### src/rtl/alu_seq_pkg.sv
// Shared definitions for the sequential ALU: default widths, opcode map and FSM state encoding.
// The opcode constants are also used by benches as the golden opcode table.
package alu_seq_pkg;

    localparam int unsigned DATA_WIDTH_DEF = 32;
    localparam int unsigned OPRN_WIDTH_DEF = 6;

    // Opcode map, unchanged from the combinational project ALU
    localparam logic [OPRN_WIDTH_DEF-1:0] OP_ADD = 6'h01;
    localparam logic [OPRN_WIDTH_DEF-1:0] OP_SUB = 6'h02;
    localparam logic [OPRN_WIDTH_DEF-1:0] OP_MUL = 6'h03;
    localparam logic [OPRN_WIDTH_DEF-1:0] OP_SHR = 6'h04;
    localparam logic [OPRN_WIDTH_DEF-1:0] OP_SHL = 6'h05;
    localparam logic [OPRN_WIDTH_DEF-1:0] OP_AND = 6'h06;
    localparam logic [OPRN_WIDTH_DEF-1:0] OP_OR  = 6'h07;
    localparam logic [OPRN_WIDTH_DEF-1:0] OP_NOR = 6'h08;
    localparam logic [OPRN_WIDTH_DEF-1:0] OP_SLT = 6'h09;

    typedef enum logic [1:0] {
        IDLE = 2'd0,
        MUL  = 2'd1,
        DONE = 2'd2
    } state_t;

endpackage

### src/rtl/alu_seq_mul_iter.sv
// Iterative radix-2 shift-add multiplier producing the full 2*DATA_WIDTH unsigned product.
// The first partial product is taken on the start edge, so DATA_WIDTH steps finish
// DATA_WIDTH-1 edges after start; done pulses for one cycle with product final.
// Ports:
//   CLK, RST  clock, asynchronous active-high reset
//   start     load operands and take the first step
//   a, b      multiplicand, multiplier (sampled on start)
//   busy      iteration in progress
//   done      one-cycle pulse, product valid
//   product   accumulator, full 2*DATA_WIDTH result
module mul_iter #(
    parameter int unsigned DATA_WIDTH = 32
) (
    input  logic                      CLK,
    input  logic                      RST,
    input  logic                      start,
    input  logic [DATA_WIDTH-1:0]     a,
    input  logic [DATA_WIDTH-1:0]     b,
    output logic                      busy,
    output logic                      done,
    output logic [2*DATA_WIDTH-1:0]   product
);

    localparam int unsigned CNT_WIDTH  = $clog2(DATA_WIDTH) + 1;
    localparam int unsigned PROD_WIDTH = 2 * DATA_WIDTH;

    logic [PROD_WIDTH-1:0] mcand;
    logic [PROD_WIDTH-1:0] acc;
    logic [DATA_WIDTH-1:0] mplier;
    logic [CNT_WIDTH-1:0]  cnt;

    assign product = acc;

    // Shift-add iteration; cnt counts steps already taken
    always_ff @(posedge CLK or posedge RST) begin
        if (RST) begin
            mcand  <= '0;
            acc    <= '0;
            mplier <= '0;
            cnt    <= '0;
            busy   <= 1'b0;
            done   <= 1'b0;
        end else begin
            done <= 1'b0;
            if (start) begin
                acc    <= b[0] ? PROD_WIDTH'(a) : '0;
                mcand  <= PROD_WIDTH'(a) << 1;
                mplier <= b >> 1;
                cnt    <= CNT_WIDTH'(1);
                busy   <= 1'b1;
            end else if (busy) begin
                acc    <= acc + (mplier[0] ? mcand : '0);
                mcand  <= mcand << 1;
                mplier <= mplier >> 1;
                cnt    <= cnt + CNT_WIDTH'(1);
                if (cnt == CNT_WIDTH'(DATA_WIDTH - 1)) begin
                    busy <= 1'b0;
                    done <= 1'b1;
                end
            end
        end
    end

endmodule

### src/rtl/alu_seq.sv
// Registered ALU with valid/ready handshake, one operation in flight.
// Single-cycle ops respond the cycle after accept; mul runs the iterative
// multiplier for DATA_WIDTH cycles first.
// Ports:
//   CLK, RST                 clock, asynchronous active-high reset
//   in_valid/in_ready        request handshake (ready only in IDLE)
//   oprn, op1, op2           opcode and operands
//   out_valid/out_ready      response handshake (held in DONE)
//   result, result_hi        result; result_hi is the mul high word, else 0
//   zero, carry, overflow    status flags, meaningful while out_valid
//   err                      unsupported opcode
module alu_seq
    import alu_seq_pkg::*;
#(
    parameter int unsigned DATA_WIDTH = DATA_WIDTH_DEF,
    parameter int unsigned OPRN_WIDTH = OPRN_WIDTH_DEF
) (
    input  logic                   CLK,
    input  logic                   RST,
    input  logic                   in_valid,
    output logic                   in_ready,
    input  logic [OPRN_WIDTH-1:0]  oprn,
    input  logic [DATA_WIDTH-1:0]  op1,
    input  logic [DATA_WIDTH-1:0]  op2,
    output logic                   out_valid,
    input  logic                   out_ready,
    output logic [DATA_WIDTH-1:0]  result,
    output logic [DATA_WIDTH-1:0]  result_hi,
    output logic                   zero,
    output logic                   carry,
    output logic                   overflow,
    output logic                   err
);

    localparam int unsigned MSB = DATA_WIDTH - 1;

    state_t state, state_next;

    logic start_c;
    logic load_alu_c;
    logic load_mul_c;

    logic                    mul_busy;
    logic                    mul_done;
    logic [2*DATA_WIDTH-1:0] mul_product;

    logic [DATA_WIDTH:0]     sum_c;
    logic [DATA_WIDTH:0]     diff_c;
    logic                    shift_oob_c;
    logic [DATA_WIDTH-1:0]   alu_result_c;
    logic                    alu_carry_c;
    logic                    alu_ovf_c;
    logic                    alu_err_c;

    mul_iter #(
        .DATA_WIDTH (DATA_WIDTH)
    ) u_mul_iter (
        .CLK     (CLK),
        .RST     (RST),
        .start   (start_c),
        .a       (op1),
        .b       (op2),
        .busy    (mul_busy),
        .done    (mul_done),
        .product (mul_product)
    );

    // Extra top bit holds carry-out of add and borrow of sub
    assign sum_c       = {1'b0, op1} + {1'b0, op2};
    assign diff_c      = {1'b0, op1} - {1'b0, op2};
    assign shift_oob_c = (op2 >= DATA_WIDTH'(DATA_WIDTH));

    // Single-cycle datapath, evaluated on the request inputs
    always_comb begin
        alu_result_c = '0;
        alu_carry_c  = 1'b0;
        alu_ovf_c    = 1'b0;
        alu_err_c    = 1'b0;
        case (oprn)
            OPRN_WIDTH'(OP_ADD): begin
                alu_result_c = sum_c[MSB:0];
                alu_carry_c  = sum_c[DATA_WIDTH];
                alu_ovf_c    = (op1[MSB] == op2[MSB]) && (sum_c[MSB] != op1[MSB]);
            end
            OPRN_WIDTH'(OP_SUB): begin
                alu_result_c = diff_c[MSB:0];
                alu_carry_c  = ~diff_c[DATA_WIDTH];
                alu_ovf_c    = (op1[MSB] != op2[MSB]) && (diff_c[MSB] != op1[MSB]);
            end
            OPRN_WIDTH'(OP_MUL): begin
                // produced by mul_iter
            end
            OPRN_WIDTH'(OP_SHR): alu_result_c = shift_oob_c ? '0 : (op1 >> op2);
            OPRN_WIDTH'(OP_SHL): alu_result_c = shift_oob_c ? '0 : (op1 << op2);
            OPRN_WIDTH'(OP_AND): alu_result_c = op1 & op2;
            OPRN_WIDTH'(OP_OR):  alu_result_c = op1 | op2;
            OPRN_WIDTH'(OP_NOR): alu_result_c = ~(op1 | op2);
            OPRN_WIDTH'(OP_SLT): alu_result_c = DATA_WIDTH'(op1 < op2);
            default:             alu_err_c    = 1'b1;
        endcase
    end

    // State register
    always_ff @(posedge CLK or posedge RST) begin
        if (RST) begin
            state <= IDLE;
        end else begin
            state <= state_next;
        end
    end

    // Next state and load strobes
    always_comb begin
        state_next = state;
        start_c    = 1'b0;
        load_alu_c = 1'b0;
        load_mul_c = 1'b0;
        case (state)
            IDLE: begin
                if (in_valid) begin
                    if (oprn == OPRN_WIDTH'(OP_MUL)) begin
                        start_c    = 1'b1;
                        state_next = MUL;
                    end else begin
                        load_alu_c = 1'b1;
                        state_next = DONE;
                    end
                end
            end
            MUL: begin
                if (mul_done && !mul_busy) begin
                    load_mul_c = 1'b1;
                    state_next = DONE;
                end
            end
            DONE: begin
                if (out_ready) begin
                    state_next = IDLE;
                end
            end
            default: state_next = IDLE;
        endcase
    end

    // Output registers; handshake outputs track the next state so they align with it
    always_ff @(posedge CLK or posedge RST) begin
        if (RST) begin
            in_ready  <= 1'b1;
            out_valid <= 1'b0;
            result    <= '0;
            result_hi <= '0;
            zero      <= 1'b0;
            carry     <= 1'b0;
            overflow  <= 1'b0;
            err       <= 1'b0;
        end else begin
            in_ready  <= (state_next == IDLE);
            out_valid <= (state_next == DONE);
            if (load_alu_c) begin
                result    <= alu_result_c;
                result_hi <= '0;
                zero      <= (alu_result_c == '0);
                carry     <= alu_carry_c;
                overflow  <= alu_ovf_c;
                err       <= alu_err_c;
            end else if (load_mul_c) begin
                result    <= mul_product[DATA_WIDTH-1:0];
                result_hi <= mul_product[2*DATA_WIDTH-1:DATA_WIDTH];
                zero      <= (mul_product[DATA_WIDTH-1:0] == '0);
                carry     <= 1'b0;
                overflow  <= 1'b0;
                err       <= 1'b0;
            end
        end
    end

endmodule

### config.mk
export PLATFORM = sky130hd
export DESIGN_NAME = alu_seq
export DESIGN_NICKNAME = d
export VERILOG_FILES = /design/src/rtl/alu_seq_pkg.sv /design/src/rtl/alu_seq_mul_iter.sv /design/src/rtl/alu_seq.sv
export SDC_FILE = /design/constraint.sdc
export NUM_CORES = 1
export LEC_CHECK = 0
export CORE_UTILIZATION = 60
export CTS_BUF_LIST = sky130_fd_sc_hd__clkbuf_4 sky130_fd_sc_hd__clkbuf_8 sky130_fd_sc_hd__clkbuf_16
export DETAILED_ROUTE_END_ITERATION = 10
export DONT_BUFFER_PORTS = 1
export GPL_ROUTABILITY_DRIVEN = 1
export HOLD_SLACK_MARGIN = 0.06
export MAX_ROUTING_LAYER = met4
export PLACE_DENSITY = 0.77
export SYNTH_ARGS = -nofsm -noshare
export SYNTH_HDL_FRONTEND = slang
export SYNTH_SLANG_ARGS = --single-unit
### constraint.sdc
create_clock -name CLK -period 7.8 [get_ports CLK]
set_input_delay 1.56 -clock CLK [delete_from_list [all_inputs] [get_ports CLK]]
set_output_delay 1.56 -clock CLK [all_outputs]
set_load 0.005 [all_outputs]
* Word level (Yosys, flattened, before mapping)
Index checks and enable logic that the tools add are counted.
** Word-level totals
- Bits in registers :: 240
- Output and inout port bits :: 70
** Operators by class
- Magnitude comparators :: 2
- Muxes and demuxes :: 45
- Bitwise operators :: 4
- Reductions and logical operators :: 11
- Eq/ne operators :: 17
- Add/sub/neg operators :: 4
- Shifts and indexed selects :: 2
** Operator list (number)
- 64-bit two-way mux :: 5
- 32-bit two-way mux :: 9
- 32-bit one-hot mux with 8 select lines :: 1
- 64-bit adder :: 1
- 32-bit zero test :: 2
- 32-bit by 32-bit adder with 33-bit output :: 1
- 32-bit by 32-bit subtractor with 33-bit output :: 1
- 32-bit bitwise AND :: 1
- 32-bit by 6-bit >= comparator with 1-bit output, second input constant :: 1
- 32-bit less-than comparator :: 1
- 32-bit NOT :: 1
- 32-bit bitwise OR :: 1
- 32-bit by 32-bit << shifter with 32-bit output :: 1
- 32-bit by 32-bit >> shifter with 32-bit output :: 1
- 6-bit by 3-bit == test with 1-bit output, second input constant :: 4
- 1-bit two-way mux :: 21
- 6-bit by 2-bit == test with 1-bit output, second input constant :: 2
- 6-bit by 4-bit == test with 1-bit output, second input constant :: 2
- 6-bit two-way mux :: 2
- 9-bit OR reduction :: 1
- 2-bit two-way mux :: 4
- 6-bit by 1-bit adder with 6-bit output, second input constant :: 1
- 6-bit by 1-bit == test with 1-bit output, second input constant :: 1
- 6-bit by 5-bit == test with 1-bit output, second input constant :: 1
- other kinds (11) :: 19

* Depth between registers and ports, before layout
- Word-level depth :: 6
- Mapped depth :: 18
- Gate-level depth less buffers :: 16

* Cells and area by module
From an unflattened synthesis, not the netlist that was laid out.
** Unflattened totals
- Cell total of the unflattened synthesis :: 2952
- Area, all modules :: 24035.6 um^2
** By module, submodules not included
- alu_seq :: instances 1, area each 12879.9 um^2, seq. area each 1803.0 um^2, cells an instance 1701
- mul_iter :: instances 1, area each 11155.7 um^2, seq. area each 4154.0 um^2, cells an instance 1251

* Least setup slack after synthesis
No wires, ideal clock.
- Kind :: input -> register
- Start point :: input op2[3]
- End point :: register zero
- Cell stages on the path :: 17
- Setup time :: 0.066 ns
- Setup slack :: 2.100 ns
- Buffers on the path :: 3
- Arrival :: 5.634 ns
- Cell sequence :: inv_2 -> buf_1 -> buf_1 -> clkbuf_1 -> ha_1 -> and2_4 -> a221o_1 -> o2111a_1 -> or3_1 -> a31oi_1 -> o221a_2 -> nand4b_1 -> or4_1 -> nor4_1 -> nand4_1 -> nor4_1 -> a31o_1
** Between the ends
- Word-level cells in the longest chain between the ends :: 5
- Elaborated cells between the ends (all ways) :: 14
** RTL lines
- start: declaration :: RTL line alu_seq.sv:24 : input logic [DATA_WIDTH-1:0] op2,
- 32-bit by 6-bit >= comparator with 1-bit output, or another cell as far along :: RTL line alu_seq.sv:71 : assign shift_oob_c = (op2 >= DATA_WIDTH'(DATA_WIDTH));
- 32-bit two-way mux, or another cell as far along :: RTL line alu_seq.sv:94 : OPRN_WIDTH'(OP_SHL): alu_result_c = shift_oob_c ? '0 : (op1 << op2);
- 32-bit one-hot mux with 8 select lines (*) :: RTL line alu_seq.sv:79 : case (oprn)
- 32-bit zero test (*) :: RTL line alu_seq.sv:162 : zero <= (alu_result_c == '0);
- 1-bit two-way mux (*) :: RTL line alu_seq.sv:159 : if (load_alu_c) begin
- end signal: assignment :: RTL line alu_seq.sv:162
- end signal: assignment :: RTL line alu_seq.sv:169 : zero <= (mul_product[DATA_WIDTH-1:0] == '0);
- end: declaration :: RTL line alu_seq.sv:29 : output logic zero,
Mark *: on every way between the ends. The rest lies on a longest branch, timed or not.
A chain may end at the register's enable or synchronous reset.

* Worst setup path after layout
- Start point :: register u_mul_iter.mplier[0]
- End point :: register u_mul_iter.acc[63], in the netlist u_mul_iter.product[63]
** Between the ends
- Word-level cells in the longest chain between the ends :: 4
** RTL lines
- start: declaration :: RTL line alu_seq_mul_iter.sv:29 : logic [DATA_WIDTH-1:0] mplier;
- start signal: assignment :: RTL line alu_seq_mul_iter.sv:48 : mplier <= b >> 1;
- start signal: assignment :: RTL line alu_seq_mul_iter.sv:54 : mplier <= mplier >> 1;
- 64-bit two-way mux :: RTL line alu_seq_mul_iter.sv:52 : acc <= acc + (mplier[0] ? mcand : '0);
- 64-bit adder :: RTL line alu_seq_mul_iter.sv:52
- 64-bit two-way mux :: RTL line alu_seq_mul_iter.sv:51 : end else if (busy) begin
- 64-bit two-way mux :: RTL line alu_seq_mul_iter.sv:45 : if (start) begin
- end signal: assignment :: RTL line alu_seq_mul_iter.sv:46 : acc <= b[0] ? PROD_WIDTH'(a) : '0;
- end signal: assignment :: RTL line alu_seq_mul_iter.sv:52
- end: declaration :: RTL line alu_seq_mul_iter.sv:28 : logic [PROD_WIDTH-1:0] acc;
Every way passes these cells. The select of a mux whose other input is x is not followed.

==> impl_metrics.json <==
{
  "drive_gt1_share_pct": 6.94,
  "grt_util_all_layers_pct": 50.2,
  "firstDrtPassIters": 7,
  "skew_ps": 27.1,
  "path_class": "reg -> reg",
  "viasPerCell": 7.42,
  "yosys_most_used_dff": "dfrtp_1",
  "timing.slew.headroom_pct": 10.7,
  "tightest_slew_ps": 1320,
  "cp_common_cell": "o211ai_1",
  "rsz0062_at_grt": "false",
  "clk_latency_ps": 600,
  "die-area_um2": 39100,
  "syn_nets": 3059,
  "p_leak_nw": 10.7,
  "numCtsBuffers": 28,
  "syn_to_final_growth_pct": 5.10,
  "setup_tns_ps": 0,
  "final-max-slew-violation-count": 0,
  "min_path_cells": 2,
  "path_buf_inv": 1,
  "synth_cell_types": 92,
  "peakVddDrop_mv": 0.303,
  "syn-mean-instance-area_um2": 8.15,
  "core_area_um2": 37700,
  "root_buffer": "clkbuf_16",
  "reg2reg_from": "u_mul_iter.mplier[0]",
  "fp-row-count": 71,
  "crit_family": "compound AO/OA/AOI/OAI gates",
  "cts_tree": "built",
  "fin_crit_sh_pct": 72.9,
  "crit_arrival_ps": 6210,
  "min_to": "u_mul_iter.mcand[63]",
  "cp-start-kind": "register",
  "final_common_cell": "a21oi_1",
  "fin_total_pwr_w": 0.00648,
  "cts_sinks": 238,
  "hold_viol": 0,
  "worstPathMaxFanout": 36,
  "regToRegSetupSlack_ps": 2120,
  "overflow": 0,
  "postSynth.asyncResetShare_pct": 100,
  "drc": 0,
  "cts_buffer_depth": 3,
  "rr_worst_depth": 15,
  "worstHoldStart": "u_mul_iter.mcand[63]",
  "wire_per_inst_um": 29.9,
  "fin_nets": 2912,
  "period_needed_ps": 5680,
  "cp_data_required_time_ps": 8330,
  "synth_area_um2": 23000,
  "place_ws_ps": 1970,
  "cpMaxStageDelayCell": "dfrtp_1",
  "final_util_pct": 64.2,
  "drt_iter0_drc": 3257,
  "grt_pass1_wl_mm": 142,
  "yosysWarnings": 0,
  "endpoint_kind": "register",
  "status": "finished clean",
  "cp_slowest_stage_delay_ps": 940,
  "finalWeightedCongestion": 1.14,
  "netlist_instances": 2821,
  "ys_seq_elements": 238,
  "vias": 23800,
  "synth_top_cell_area_share_pct": 25.8,
  "holdBufCountCts": 0,
  "wl_mm": 96.1,
  "start_util_pct": 61.1,
  "hpwl_mm": 68.0,
  "antenna_left": 0,
  "maxCapViolations": 0,
  "setup_ws_ps": 2120,
  "antenna_found_initial": 3,
  "synth.area.top_cells": "dfrtp_1 (26%), ha_1 (8.8%), mux2i_1 (7.6%), a21oi_1 (6.3%), mux4_2 (6.2%)",
  "die_w_um": 198,
  "final_cell_mix": "a21oi_1 (289), nand2_1 (283), dfrtp_1 (236)",
  "synth_edf_count": 0,
  "design.portCount": 144,
  "cp_num_cells": 15,
  "post-cts-setup-buffers": 0,
  "h-tree-depth": 1,
  "cts_resized": 0,
  "portBuffers": 0,
  "synth_top_area_cell": "dfrtp_1",
  "first_global_vias": 22400,
  "grt_max_degree": 208,
  "path_clk_slew_ps": 70,
  "synth-seq-area-share_pct": 25.9,
  "r2r_end": "u_mul_iter.product[63]",
  "timing.fmax_mhz": 176,
  "die_height_um": 198,
  "crit_chain": "buf_4 -> nand2_1 -> fa_1 -> nand2b_1 -> a21oi_1 -> o211ai_1 -> o211ai_1 -> nand3_1 -> a31oi_1 -> o211ai_1 -> a2111oi_0 -> o211ai_1 -> and3_1 -> nor3_1 -> mux2i_1",
  "whs_ps": 535,
  "hold_path.class": "reg -> reg",
  "power_density_nw_per_um2": 268,
  "setup_viol": 0
}
## routing by layer
metal | GRT usage (%) | part of all wire [%] | vias up
met5 | - | 0 | -
met4 | 25.4 | 6.1 | 0
met3 | 16.6 | 15 | 385
met2 | 71.3 | 42 | 1768
met1 | 63.6 | 37 | 11600
li1 | - | - | 10100
## registers in the layout (all words and copies together) (netlist names), 2 cells and up
register / count
result_hi: 32
u_mul_iter.cnt: 6
u_mul_iter.product: 64
u_mul_iter.mcand: 63
result: 32
state: 2
u_mul_iter.mplier: 31
## tightest hold or removal path: cells and delay by family, from the launching register on
| family | cells | cell delay [ps] |
|---|---|---|
| flops | 1 | 340 |
| mux | 1 | 70 |
| simple gates | 1 | 90 |
## synth_stat cells, types with 26 or more instances
cell type / count
a21oi_1: 289
nand2_1: 283
dfrtp_1: 237
nor2_1: 225
o21ai_0: 185
mux2i_1: 175
ha_1: 161
clkbuf_1: 159
inv_1: 127
and2_1: 86
nand3_1: 68
mux4_2: 63
nor3_1: 60
a21o_1: 52
a211oi_1: 38
a31oi_1: 32
o211ai_1: 30
xnor2_1: 29
o21ai_1: 27
a221o_1: 26
buf_1: 26
nor4_1: 26
## worst max path at each step
stage                                         to  slack, ps            startpoint
after floorplan                             zero       2100                op2[3]
after global placement                      zero       2040                op2[4]
after detailed placement                    zero       1970                op2[4]
after CTS                 u_mul_iter.product[63]       2450  u_mul_iter.mplier[0]
after global routing      u_mul_iter.product[63]       1980  u_mul_iter.mplier[0]
final                     u_mul_iter.product[63]       2120  u_mul_iter.mplier[0]
## cell type report
class	count	area [um^2]
clock inverters	21	330
well taps	511	639
inverters	132	499
diodes	7	17.5
flip-flops and latches	238	5960
repair buffers	28	235
multi-input cells	2246	15800
fillers	3154	13500
clock buffers	30	722
## cell families (layout without fill, tap and decap cells)
kind of cell    Yosys count  in the layout  synth area share (%)
mux                     250            250                  14.4
xor+xnor                 47             47                  1.79
compound gates          892            892                  24.8
simple gates            893            893                  18.4
other cells               0              7                     0
buf+inv                 337            211                  5.78
flops                   238            238                  25.9
fa+ha+maj               164            164                  9.02
## metrics by stage
stage	instance area (um^2)	cells
after floorplan	23000	2821
after global placement	23100	3155
after detailed placement	23100	3155
after CTS	24200	3206
after global routing	24200	3208
final	24200	3213
## power by group
| part | total [W] | switching (W) | internal (W) |
|---|---|---|---|
| clock network | 0.00151 | 0.000604 | 0.000910 |
| logic | 0.00280 | 0.00163 | 0.00117 |
| registers | 0.00217 | 0.000525 | 0.00164 |
No activity file was read; power rests on OpenSTA's default activity.
